<file path="src/rtl/decode_queue_if.sv">
// Fetch-side and execute-side handshakes of the decode queue, bundled for port lists.
// A transfer happens on a rising edge where valid && ready; the sender holds its payload until then.
interface decode_queue_if;
  logic        in_valid;
  logic        in_ready;
  logic [31:0] in_pc;
  logic [31:0] in_ir;
  logic        out_valid;
  logic        out_ready;
  logic [31:0] out_pc;
  logic [4:0]  srcreg1_num;
  logic [4:0]  srcreg2_num;
  logic [4:0]  dstreg_num;
  logic [31:0] imm;
  logic [3:0]  alucode;
  logic        using_r2;
  logic        using_pc;
  logic        write_reg;
  logic [2:0]  info_load;
  logic [1:0]  info_store;
  logic [2:0]  info_branch;
  logic        muldiv;
  logic [2:0]  muldiv_op;
  logic        illegal;

  modport slave (
    input  in_valid, in_pc, in_ir, out_ready,
    output in_ready, out_valid, out_pc, srcreg1_num, srcreg2_num, dstreg_num, imm,
           alucode, using_r2, using_pc, write_reg, info_load, info_store, info_branch,
           muldiv, muldiv_op, illegal
  );

  modport master (
    output in_valid, in_pc, in_ir, out_ready,
    input  in_ready, out_valid, out_pc, srcreg1_num, srcreg2_num, dstreg_num, imm,
           alucode, using_r2, using_pc, write_reg, info_load, info_store, info_branch,
           muldiv, muldiv_op, illegal
  );
endinterface

</file>
<file path="src/rtl/decode_queue.sv">
// RV32I(+M) decode stage: DEPTH-entry fetch queue feeding a registered decoded bundle.
// Illegal encodings still produce a bundle, flagged and with all side effects suppressed.
module decode_queue #(
  parameter int DEPTH    = 4,
  parameter bit ENABLE_M = 1'b0
) (
  input  logic                   clk,
  input  logic                   rst,
  input  logic                   flush,
  decode_queue_if.slave          io,
  output logic [$clog2(DEPTH):0] count
);
  localparam int AW = $clog2(DEPTH);
  localparam int CW = AW + 1;

  localparam logic [3:0] ALU_ADD = 4'd0, ALU_SUB = 4'd1, ALU_SLT = 4'd2, ALU_SLTU = 4'd3,
                         ALU_AND = 4'd4, ALU_OR = 4'd5, ALU_XOR = 4'd6, ALU_SLL = 4'd7,
                         ALU_SRL = 4'd8, ALU_SRA = 4'd9, ALU_UNUSED = 4'd15;
  // Load/store/branch kinds reuse funct3. Nine branch kinds share three bits: JAL/JALR take
  // the two funct3 codes no branch uses, and NOTBRANCH aliases Beq (a BEQ has using_pc=1, write_reg=0).
  localparam logic [2:0] LD_NONE = 3'd7;
  localparam logic [1:0] ST_NONE = 2'd3;
  localparam logic [2:0] BR_JAL = 3'd2, BR_JALR = 3'd3, BR_NONE = 3'd0;

  localparam logic [6:0] OPC_OP = 7'h33, OPC_OPIMM = 7'h13, OPC_LUI = 7'h37, OPC_AUIPC = 7'h17,
                         OPC_LOAD = 7'h03, OPC_STORE = 7'h23, OPC_BRANCH = 7'h63,
                         OPC_JAL = 7'h6f, OPC_JALR = 7'h67;

  typedef struct packed {
    logic [31:0] pc;
    logic [4:0]  srcreg1;
    logic [4:0]  srcreg2;
    logic [4:0]  dstreg;
    logic [31:0] imm;
    logic [3:0]  alucode;
    logic        using_r2;
    logic        using_pc;
    logic        write_reg;
    logic [2:0]  info_load;
    logic [1:0]  info_store;
    logic [2:0]  info_branch;
    logic        muldiv;
    logic [2:0]  muldiv_op;
    logic        illegal;
  } bundle_t;

  typedef struct packed {
    logic [31:0] pc;
    logic [31:0] ir;
  } entry_t;

  function automatic bundle_t reset_bundle();
    bundle_t b;
    b             = '0;
    b.alucode     = ALU_UNUSED;
    b.info_load   = LD_NONE;
    b.info_store  = ST_NONE;
    b.info_branch = BR_NONE;
    return b;
  endfunction

  function automatic logic [3:0] alu_f3(input logic [2:0] f3);
    case (f3)
      3'd0:    return ALU_ADD;
      3'd1:    return ALU_SLL;
      3'd2:    return ALU_SLT;
      3'd3:    return ALU_SLTU;
      3'd4:    return ALU_XOR;
      3'd5:    return ALU_SRL;
      3'd6:    return ALU_OR;
      default: return ALU_AND;
    endcase
  endfunction

  entry_t        mem_q [DEPTH];
  entry_t        mem_d [DEPTH];
  logic [AW-1:0] wr_ptr_q, wr_ptr_d, rd_ptr_q, rd_ptr_d;
  logic [CW-1:0] count_q, count_d;
  logic          out_valid_q, out_valid_d;
  bundle_t       out_q, out_d, dec;
  logic          push, pop, bad;

  entry_t      head;
  logic [31:0] ir, imm_i, imm_s, imm_b, imm_u, imm_j;
  logic [6:0]  opc, f7;
  logic [2:0]  f3;
  logic [4:0]  rs1, rs2, rd;

  assign head  = mem_q[rd_ptr_q];
  assign ir    = head.ir;
  assign opc   = ir[6:0];
  assign rd    = ir[11:7];
  assign f3    = ir[14:12];
  assign rs1   = ir[19:15];
  assign rs2   = ir[24:20];
  assign f7    = ir[31:25];
  assign imm_i = {{20{ir[31]}}, ir[31:20]};
  assign imm_s = {{20{ir[31]}}, ir[31:25], ir[11:7]};
  assign imm_b = {{19{ir[31]}}, ir[31], ir[7], ir[30:25], ir[11:8], 1'b0};
  assign imm_u = {ir[31:12], 12'd0};
  assign imm_j = {{11{ir[31]}}, ir[31], ir[19:12], ir[20], ir[30:21], 1'b0};

  always_comb begin
    dec    = reset_bundle();
    dec.pc = head.pc;
    bad    = 1'b0;
    case (opc)
      OPC_OP: begin
        dec.srcreg1   = rs1;
        dec.srcreg2   = rs2;
        dec.dstreg    = rd;
        dec.using_r2  = 1'b1;
        dec.write_reg = 1'b1;
        case (f7)
          7'b0000000: dec.alucode = alu_f3(f3);
          7'b0100000: begin
            if (f3 == 3'd0)      dec.alucode = ALU_SUB;
            else if (f3 == 3'd5) dec.alucode = ALU_SRA;
            else                 bad = 1'b1;
          end
          7'b0000001: begin
            if (ENABLE_M) begin
              dec.muldiv    = 1'b1;
              dec.muldiv_op = f3;
            end else begin
              bad = 1'b1;
            end
          end
          default: bad = 1'b1;
        endcase
      end
      OPC_OPIMM: begin
        dec.srcreg1   = rs1;
        dec.dstreg    = rd;
        dec.write_reg = 1'b1;
        dec.imm       = imm_i;
        dec.alucode   = alu_f3(f3);
        // Shifts carry a 5-bit shamt; funct7 selects SRA and must otherwise be zero.
        if (f3 == 3'd1 || f3 == 3'd5) begin
          dec.imm = {27'd0, ir[24:20]};
          if (f3 == 3'd5 && f7 == 7'b0100000) dec.alucode = ALU_SRA;
          else if (f7 != 7'd0)                bad = 1'b1;
        end
      end
      OPC_LUI: begin
        dec.dstreg    = rd;
        dec.write_reg = 1'b1;
        dec.imm       = imm_u;
      end
      OPC_AUIPC: begin
        dec.dstreg    = rd;
        dec.write_reg = 1'b1;
        dec.imm       = imm_u;
        dec.alucode   = ALU_ADD;
        dec.using_pc  = 1'b1;
      end
      OPC_LOAD: begin
        dec.srcreg1   = rs1;
        dec.dstreg    = rd;
        dec.write_reg = 1'b1;
        dec.imm       = imm_i;
        dec.alucode   = ALU_ADD;
        dec.info_load = f3;
        if (f3 == 3'd3 || f3 == 3'd6 || f3 == 3'd7) bad = 1'b1;
      end
      OPC_STORE: begin
        dec.srcreg1    = rs1;
        dec.srcreg2    = rs2;
        dec.imm        = imm_s;
        dec.alucode    = ALU_ADD;
        dec.info_store = f3[1:0];
        if (f3 > 3'd2) bad = 1'b1;
      end
      OPC_BRANCH: begin
        dec.srcreg1     = rs1;
        dec.srcreg2     = rs2;
        dec.imm         = imm_b;
        dec.alucode     = ALU_ADD;
        dec.using_pc    = 1'b1;
        dec.info_branch = f3;
        if (f3 == 3'd2 || f3 == 3'd3) bad = 1'b1;
      end
      OPC_JAL: begin
        dec.dstreg      = rd;
        dec.write_reg   = 1'b1;
        dec.imm         = imm_j;
        dec.alucode     = ALU_ADD;
        dec.using_pc    = 1'b1;
        dec.info_branch = BR_JAL;
      end
      OPC_JALR: begin
        dec.srcreg1     = rs1;
        dec.dstreg      = rd;
        dec.write_reg   = 1'b1;
        dec.imm         = imm_i;
        dec.alucode     = ALU_ADD;
        dec.info_branch = BR_JALR;
        if (f3 != 3'd0) bad = 1'b1;
      end
      default: bad = 1'b1;
    endcase
    if (bad) begin
      dec         = reset_bundle();
      dec.pc      = head.pc;
      dec.illegal = 1'b1;
    end
  end

  assign io.in_ready = (count_q < CW'(DEPTH)) && !flush;

  always_comb begin
    push        = io.in_valid && io.in_ready;
    pop         = (count_q != '0) && (!out_valid_q || io.out_ready);
    mem_d       = mem_q;
    wr_ptr_d    = wr_ptr_q;
    rd_ptr_d    = rd_ptr_q;
    count_d     = count_q;
    out_valid_d = out_valid_q;
    out_d       = out_q;
    if (flush) begin
      wr_ptr_d    = '0;
      rd_ptr_d    = '0;
      count_d     = '0;
      out_valid_d = 1'b0;
    end else begin
      if (push) begin
        mem_d[wr_ptr_q] = '{pc: io.in_pc, ir: io.in_ir};
        wr_ptr_d        = wr_ptr_q + AW'(1);
      end
      if (pop) begin
        rd_ptr_d    = rd_ptr_q + AW'(1);
        out_d       = dec;
        out_valid_d = 1'b1;
      end else if (io.out_ready) begin
        out_valid_d = 1'b0;
      end
      count_d = count_q + CW'(push) - CW'(pop);
    end
  end

  always_ff @(posedge clk) begin
    if (rst) begin
      for (int i = 0; i < DEPTH; i++) mem_q[i] <= '0;
      wr_ptr_q    <= '0;
      rd_ptr_q    <= '0;
      count_q     <= '0;
      out_valid_q <= 1'b0;
      out_q       <= reset_bundle();
    end else begin
      mem_q       <= mem_d;
      wr_ptr_q    <= wr_ptr_d;
      rd_ptr_q    <= rd_ptr_d;
      count_q     <= count_d;
      out_valid_q <= out_valid_d;
      out_q       <= out_d;
    end
  end

  assign count          = count_q;
  assign io.out_valid   = out_valid_q;
  assign io.out_pc      = out_q.pc;
  assign io.srcreg1_num = out_q.srcreg1;
  assign io.srcreg2_num = out_q.srcreg2;
  assign io.dstreg_num  = out_q.dstreg;
  assign io.imm         = out_q.imm;
  assign io.alucode     = out_q.alucode;
  assign io.using_r2    = out_q.using_r2;
  assign io.using_pc    = out_q.using_pc;
  assign io.write_reg   = out_q.write_reg;
  assign io.info_load   = out_q.info_load;
  assign io.info_store  = out_q.info_store;
  assign io.info_branch = out_q.info_branch;
  assign io.muldiv      = out_q.muldiv;
  assign io.muldiv_op   = out_q.muldiv_op;
  assign io.illegal     = out_q.illegal;
endmodule

</file>
<file path="src/flat_wrapper.sv">
// flat-port wrapper written by rule: the top's interface ports become plain ports
module decode_queue_flat 
#(
  parameter int DEPTH    = 4,
  parameter bit ENABLE_M = 1'b0
)
  (clk, rst, flush, count, io_in_valid, io_in_pc, io_in_ir, io_out_ready, io_in_ready, io_out_valid, io_out_pc, io_srcreg1_num, io_srcreg2_num, io_dstreg_num, io_imm, io_alucode, io_using_r2, io_using_pc, io_write_reg, io_info_load, io_info_store, io_info_branch, io_muldiv, io_muldiv_op, io_illegal);
  decode_queue_if io_i ();
  input  logic clk;
  input  logic rst;
  input  logic flush;
  output logic [$clog2(DEPTH):0] count;
  input wire logic [$bits(io_i.in_valid)-1:0] io_in_valid;
  input wire logic [$bits(io_i.in_pc)-1:0] io_in_pc;
  input wire logic [$bits(io_i.in_ir)-1:0] io_in_ir;
  input wire logic [$bits(io_i.out_ready)-1:0] io_out_ready;
  output wire logic [$bits(io_i.in_ready)-1:0] io_in_ready;
  output wire logic [$bits(io_i.out_valid)-1:0] io_out_valid;
  output wire logic [$bits(io_i.out_pc)-1:0] io_out_pc;
  output wire logic [$bits(io_i.srcreg1_num)-1:0] io_srcreg1_num;
  output wire logic [$bits(io_i.srcreg2_num)-1:0] io_srcreg2_num;
  output wire logic [$bits(io_i.dstreg_num)-1:0] io_dstreg_num;
  output wire logic [$bits(io_i.imm)-1:0] io_imm;
  output wire logic [$bits(io_i.alucode)-1:0] io_alucode;
  output wire logic [$bits(io_i.using_r2)-1:0] io_using_r2;
  output wire logic [$bits(io_i.using_pc)-1:0] io_using_pc;
  output wire logic [$bits(io_i.write_reg)-1:0] io_write_reg;
  output wire logic [$bits(io_i.info_load)-1:0] io_info_load;
  output wire logic [$bits(io_i.info_store)-1:0] io_info_store;
  output wire logic [$bits(io_i.info_branch)-1:0] io_info_branch;
  output wire logic [$bits(io_i.muldiv)-1:0] io_muldiv;
  output wire logic [$bits(io_i.muldiv_op)-1:0] io_muldiv_op;
  output wire logic [$bits(io_i.illegal)-1:0] io_illegal;
  assign io_i.in_valid = io_in_valid;
  assign io_i.in_pc = io_in_pc;
  assign io_i.in_ir = io_in_ir;
  assign io_i.out_ready = io_out_ready;
  assign io_in_ready = io_i.in_ready;
  assign io_out_valid = io_i.out_valid;
  assign io_out_pc = io_i.out_pc;
  assign io_srcreg1_num = io_i.srcreg1_num;
  assign io_srcreg2_num = io_i.srcreg2_num;
  assign io_dstreg_num = io_i.dstreg_num;
  assign io_imm = io_i.imm;
  assign io_alucode = io_i.alucode;
  assign io_using_r2 = io_i.using_r2;
  assign io_using_pc = io_i.using_pc;
  assign io_write_reg = io_i.write_reg;
  assign io_info_load = io_i.info_load;
  assign io_info_store = io_i.info_store;
  assign io_info_branch = io_i.info_branch;
  assign io_muldiv = io_i.muldiv;
  assign io_muldiv_op = io_i.muldiv_op;
  assign io_illegal = io_i.illegal;
  decode_queue #(.DEPTH(DEPTH), .ENABLE_M(ENABLE_M)) u_core (.clk(clk), .rst(rst), .flush(flush), .io(io_i), .count(count));
endmodule
</file>
<file path="config.mk">
export PLATFORM = sky130hd
export DESIGN_NAME = decode_queue_flat
export DESIGN_NICKNAME = d
export VERILOG_FILES = /design/src/rtl/decode_queue_if.sv /design/src/rtl/decode_queue.sv /design/src/flat_wrapper.sv
export SDC_FILE = /design/constraint.sdc
export NUM_CORES = 1
export LEC_CHECK = 0
export ABC_AREA = 1
export CAP_MARGIN = 0
export CORE_AREA = 2 2 174 176
export CTS_BUF_LIST = sky130_fd_sc_hd__clkbuf_8
export DETAILED_ROUTE_END_ITERATION = 6
export DIE_AREA = 0 0 176 178
export PLACE_DENSITY = 0.76
export SLEW_MARGIN = 15
export SYNTH_ARGS = -nofsm -noshare
export SYNTH_HDL_FRONTEND = slang
export SYNTH_SLANG_ARGS = --single-unit
</file>
<file path="constraint.sdc">
create_clock -name clk -period 4.3 [get_ports clk]
set_input_delay 1.075 -clock clk [delete_from_list [all_inputs] [get_ports clk]]
set_output_delay 1.075 -clock clk [all_outputs]
set_load 0.005 [all_outputs]
</file>
Word level (Yosys, flattened, before mapping):

Index checks and enable logic that the tools add are counted.

* flip-flop bits (word level): 363
* bits of input ports: 69
* output and inout port bits: 104
* logic and storage cells: 122

* add/sub/neg operators: 4
* order comparisons: 5
* equal/unequal tests: 17
* muxes and demuxes: 37
* bitwise logic cells: 3
* reduce and logical (&&, ||, !) cells: 29

Operators with widths (number)
* bitwise mux 256 bit: 1
* 2-to-1 mux 64 bit: 3
* case mux 32 bit (6 select lines): 1
* binary-select mux 64 bit (select 2 bit): 1
* demux 64 bit (select 2 bit): 1
* 2-to-1 mux 67 bit: 1
* 2-to-1 mux 36 bit: 1
* equality test 7 x 6 -> 1 bit (second input constant): 4
* case mux 4 bit (7 select lines): 1
* equality test 7 bit (second input constant): 3
* 2-to-1 mux 5 bit: 3
* equality test 7 x 5 -> 1 bit (second input constant): 2
* 2-to-1 mux 1 bit: 14
* equality test 3 bit (second input constant): 4
* case mux 4 bit (3 select lines): 1
* OR reduction 6 bit: 2
* case mux 3 bit (3 select lines): 1
* OR reduction 3 bit: 3
* 2-to-1 mux 4 bit: 2
* case mux 4 bit (2 select lines): 1
* equality test 7 x 2 -> 1 bit (second input constant): 1
* logical NOT 7 bit: 1
* case mux 1 bit (7 select lines): 1
* nonzero test 7 bit: 1
* other kinds (23): 41

Longest topological paths before layout:

* word-level depth: 10
* depth in mapped cells: 20
* depth with buffers taken out: 17

Least setup slack after synthesis:

Ideal clock, no wire load.

* path type: input port to flip-flop
* from: input port flush
* to: register u_core.count_q[2], in the netlist u_core.count[2]
* library setup time: 70 ps
* data arrival time: 2550 ps
* data required time: 4230 ps
* slack: 1680 ps
* stages: 10
* buffers on the path: 1
* path through: nor2_1 -> nand2_1 -> inv_2 -> buf_1 -> ha_1 -> inv_1 -> fa_1 -> inv_1 -> o21ai_0 -> a21oi_1

* longest elaborated chain between the ends: 5
* elaborated cells between the ends (all ways): 6
* those cells by class: add/sub (2); reduce/logical (4)

Ends and longest elaborated chain
* start, declared: line flat_wrapper.sv:11 `input logic flush;`
* logical NOT 1 bit: line decode_queue.sv:209 `assign io.in_ready = (count_q < CW'(DEPTH)) && !flush;`
* logical AND 1 bit: line decode_queue.sv:209
* logical AND 1 bit: line decode_queue.sv:212 `push = io.in_valid && io.in_ready;`
* net u_core.push: line decode_queue.sv:81 `logic push, pop, bad;`
* adder 3 x 1 -> 3 bit: line decode_queue.sv:237 `count_d = count_q + CW'(push) - CW'(pop);`
* subtractor 3 x 1 -> 3 bit: line decode_queue.sv:237
* end signal, assigned: line decode_queue.sv:253 `count_q <= count_d;`
* end, declared: line decode_queue.sv:78 `logic [CW-1:0] count_q, count_d;`

The timed path passes the listed nets, and every way through them passes these cells.
A chain may end at the register's enable or synchronous reset.

Worst setup path in the final report:

* from: register u_core.rd_ptr_q[0]
* to: register u_core.out_q, in the netlist u_core.io.srcreg1_num[3]

* longest elaborated chain between the ends: 10
* elaborated cells between the ends (all ways): 45
* those cells by class: order compare (1); eq/ne (16); mux (16); bitwise (1); reduce/logical (11)

Ends and longest elaborated chain
* start, declared: line decode_queue.sv:77 `logic [AW-1:0] wr_ptr_q, wr_ptr_d, rd_ptr_q, rd_ptr_d;`
* start signal, assigned: line decode_queue.sv:252 `rd_ptr_q <= rd_ptr_d;`
* NOT 2 -> 3 bit (not written as such) *: line decode_queue.sv:89 `assign head = mem_q[rd_ptr_q];`
* binary-select mux 64 bit (select 2 bit) *: line decode_queue.sv:89
* 2-to-1 mux 64 bit (not written as such) * (2 in a row): line decode_queue.sv:89
* equality test 3 bit, or another cell as far along: line decode_queue.sv:118, decode_queue.sv:139, decode_queue.sv:141
* 2-to-1 mux 1 bit, or another cell as far along: line decode_queue.sv:118 `else if (f3 == 3'd5) dec.alucode = ALU_SRA;`
* 2-to-1 mux 1 bit, or another cell as far along: line decode_queue.sv:117 `if (f3 == 3'd0) dec.alucode = ALU_SUB;`
* case mux 1 bit (2 select lines), or another cell as far along: line decode_queue.sv:114 `case (f7)`
* case mux 1 bit (7 select lines): line decode_queue.sv:107 `case (opc)`
* 2-to-1 mux 67 bit *: line decode_queue.sv:202 `if (bad) begin`
* end signal, assigned: line decode_queue.sv:248 `out_q <= reset_bundle();`
* end signal, assigned: line decode_queue.sv:255 `out_q <= out_d;`
* end, declared: line decode_queue.sv:80 `bundle_t out_q, out_d, dec;`

Every way passes the cells marked *; elsewhere a longest branch is shown, timed or not. The select of a mux whose other input is x is not followed.

==> results.py <==
metrics = {
    "setup_path": {
        "cp-end-kind": "flop",
        "ff2ff_path_depth": 15,
        "startpoint_type": "flop",
        "r2r-end": "u_core.io.srcreg1_num[3]",
        "arrival_ns": 4.16,
        "critPathRequiredTime_ns": 4.79,
        "crit_fanout": 71,
        "r2r_slack_ns": 0.63,
        "path_class": "reg -> reg",
        "r2r-start": "u_core.rd_ptr_q[0]",
    },
    "synthesis": {
        "synth_edf_count": 0,
        "muxShareOfSynthArea": 0,
        "seq_area_frac_synth": 0.447,
        "synth_top_family_by_area": "compound AO/OA/AOI/OAI gates",
        "synth-compound-area-share": 0.233,
        "ys_seq_elements": 359,
        "yosys.area_share.xor_xnor": 0.000545,
        "synthAdderAreaFrac": 0.00592,
        "netlist_area_um2": 16100,
        "synth_cell_types": 35,
        "synth-simple-area-share": 0.217,
        "ys.flop_type": "dfxtp_1",
        "synthArstFlopShare": 0,
        "ys_warn_count": 0,
        "syn_area_per_cell_um2": 7.02,
        "synthCells": 2289,
    },
    "timing": {
        "fin_skew_ns": 0.0116,
        "worst_pin_slew_ns": 0.847,
        "hold_viol_final": 0,
        "tns_ns": 0,
        "fin_crit_sh": 0.853,
        "final-setup-viol-count": 0,
        "maxSlewViolCount": 0,
        "layout_min_cycle_time_ns": 3.67,
        "maxSlewHeadroom": 0.435,
        "rsz0062_at_grt": "false",
        "timing.fmax_ghz": 0.273,
    },
    "route": {
        "wl_met3_mm": 3.09,
        "avgRoutedWirePerCell_um": 16.1,
        "dr.pass1.iters": 6,
        "highest_layer": "met4",
        "wl_mm": 45.2,
        "drc_errors": 0,
        "wl_met2_mm": 21.7,
        "viasPerCell": 5.58,
        "ant_nets": 0,
        "wl_met1_mm": 19.5,
        "vias": 15600,
        "drt_iter0_drc": 1265,
    },
    "global_route": {
        "grt_usage": 0.285,
        "grt_max_degree": 137,
        "antenna_found_initial": 0,
        "grt_pass1_wl_mm": 73.4,
        "overflow": 0,
        "grt_pass1_vias": 14600,
    },
    "clock_network": {
        "clk_pin_slew_ns": 0.06,
        "cts_buffers": 57,
        "cts_tree": "yes",
        "insertion_delay_ns": 0.61,
        "cts.path.max_buffers": 3,
        "cts_htree_levels": 2,
        "cts.sinks": 359,
        "holdBufCountCts": 0,
        "post_cts_buffers": 0,
        "ctsResizeCount": 0,
        "clock-root-buffer": "clkbuf_8",
    },
    "finish": {
        "top_register": "u_core.mem_q",
        "nNetsFinal": 2445,
        "n_antenna_cell": 0,
        "final-seq-area_um2": 7190,
        "n_fill_cell": 2619,
        "mostFrequentLayoutCells": "nand2_1, a21oi_1, dfxtp_1, o21ai_0, inv_1",
        "fin_cells": 2803,
        "syn_to_final_growth_pct": 18.1,
        "drive_above_1_share": 0.0771,
        "largest_reg_flops": 256,
        "layout_commonest_cell": "nand2_1",
        "multi_input_area_um2": 7390,
    },
    "worst_hold_path": {
        "holdPathStages": 2,
        "hold_class": "reg -> reg",
        "whs_endpoint": "u_core.mem_q[80]",
        "hold_start": "u_core.mem_q[80]",
    },
    "job": {
        "maxCapViolCount": 0,
    },
    "place": {
        "portBuffers": 168,
        "gp_congestion": 0.876,
        "dp.cells": 2700,
        "dp_hpwl_mm": 28.0,
    },
    "floorplan": {
        "rows": 63,
        "ioPinCount": 173,
        "die_h_um": 178,
        "design.core.area_um2": 29400,
        "start_util": 0.547,
        "die_area_um2": 31300,
        "dieWidth_um": 176,
    },
    "power_and_ir_drop": {
        "power_mw": 8.11,
        "power.density_nw_per_um2": 427,
        "power.leakage_nw": 6.99,
        "ir_drop_v": 0.000285,
    },
    "outcome": {
        "outcome": "completed",
    },
}
[kinds of logic (layout without fill, tap and decap cells)]
group                      Yosys count  in the layout
and+or+nand+nor                    818            818
AOI/OAI and AO/OA                  723            723
buffers and inverters              380            501
DFF                                359            359
adders and majority gates            7              7
other                                1              4
xor gates and xnor gates             1              1
[cell type report]
cell class / count / share of cell area
well taps: 390 / 0.0257
clock buffers: 79 / 0.0573
multi-input cells: 1553 / 0.390
clock inverters: 24 / 0.00606
flip-flops and latches: 359 / 0.379
repair buffers: 197 / 0.103
inverters: 201 / 0.0399
[Yosys cell counts, types with 5 or more instances]
| cell type | n | area [µm²] |
|---|---|---|
| nand2_1 | 498 | 1870 |
| a21oi_1 | 419 | 2100 |
| dfxtp_1 | 359 | 7190 |
| o21ai_0 | 263 | 1320 |
| inv_1 | 191 | 717 |
| nand3_1 | 188 | 941 |
| clkbuf_1 | 140 | 526 |
| nor2_1 | 84 | 315 |
| a21oi_2 | 27 | 236 |
| buf_2 | 14 | 70.1 |
| nand4_1 | 14 | 87.6 |
| a22oi_1 | 10 | 75.1 |
| buf_4 | 9 | 67.6 |
| buf_6 | 9 | 101 |
| inv_2 | 9 | 33.8 |
| buf_1 | 7 | 26.3 |
| nand2_2 | 7 | 43.8 |
| ha_1 | 6 | 75.1 |
| nand3_2 | 5 | 50.1 |
[metal layers]
layer / GRT usage / up-vias
li1: - / 7698
met1: 0.368 / 7278
met2: 0.494 / 589
met3: 0.0439 / 82
met4: 0.0854 / 0
met5: 0 / -
[how the worst max path moves through the flow]
stage	start	end	slack [ns]	cells after the start
2_1_floorplan	flush	u_core.count[2]	1.68	10
3_3_place_gp	u_core.rd_ptr_q[0]	u_core.io.srcreg1_num[3]	0.83	15
3_5_place_dp	u_core.rd_ptr_q[0]	u_core.io.srcreg1_num[3]	0.73	15
4_1_cts	u_core.rd_ptr_q[0]	u_core.io.srcreg1_num[3]	0.72	15
5_1_grt	u_core.rd_ptr_q[0]	u_core.io.srcreg1_num[4]	0.23	15
6_report	u_core.rd_ptr_q[0]	u_core.io.srcreg1_num[3]	0.63	15
[metrics by stage]
stage / setup WS (ns) / utilization / hold WS, ns / area (µm²)
final: 0.632 / 0.646 / 0.445 / 19000
after global placement: 0.828 / 0.605 / 0.431 / 17800
after floorplan: 1.68 / - / 0.420 / 16100
after detailed placement: 0.735 / 0.605 / 0.435 / 17800
after global routing: 0.226 / 0.646 / 0.464 / 19000
after CTS: 0.722 / 0.646 / 0.448 / 19000
[where the power goes]
group / internal [mW] / total [mW] / leakage [nW] / switching, mW
logic: 0.495 / 1.55 / 3.40 / 1.05
clock network: 1.63 / 2.97 / 0.692 / 1.34
registers: 3.47 / 3.59 / 2.90 / 0.122
total: 5.60 / 8.11 / 6.99 / 2.51
[worst max-delay path, cell delays in order, from the launching register on]
cell and delay [ns]:
dfxtp_4 0.80, buf_4 0.61, nand3_1 0.13, nand3_1 0.13, nand2_2 0.11, nor2_2 0.42
nand2_1 0.24, inv_1 0.18, nand2_1 0.07, nand2_1 0.07, nand2_2 0.14, nand3_2 0.13
nand2_1 0.11, nand2_1 0.11, buf_4 0.22, a21oi_2 0.05
Note: power is estimated with default switching activity, not from simulation.
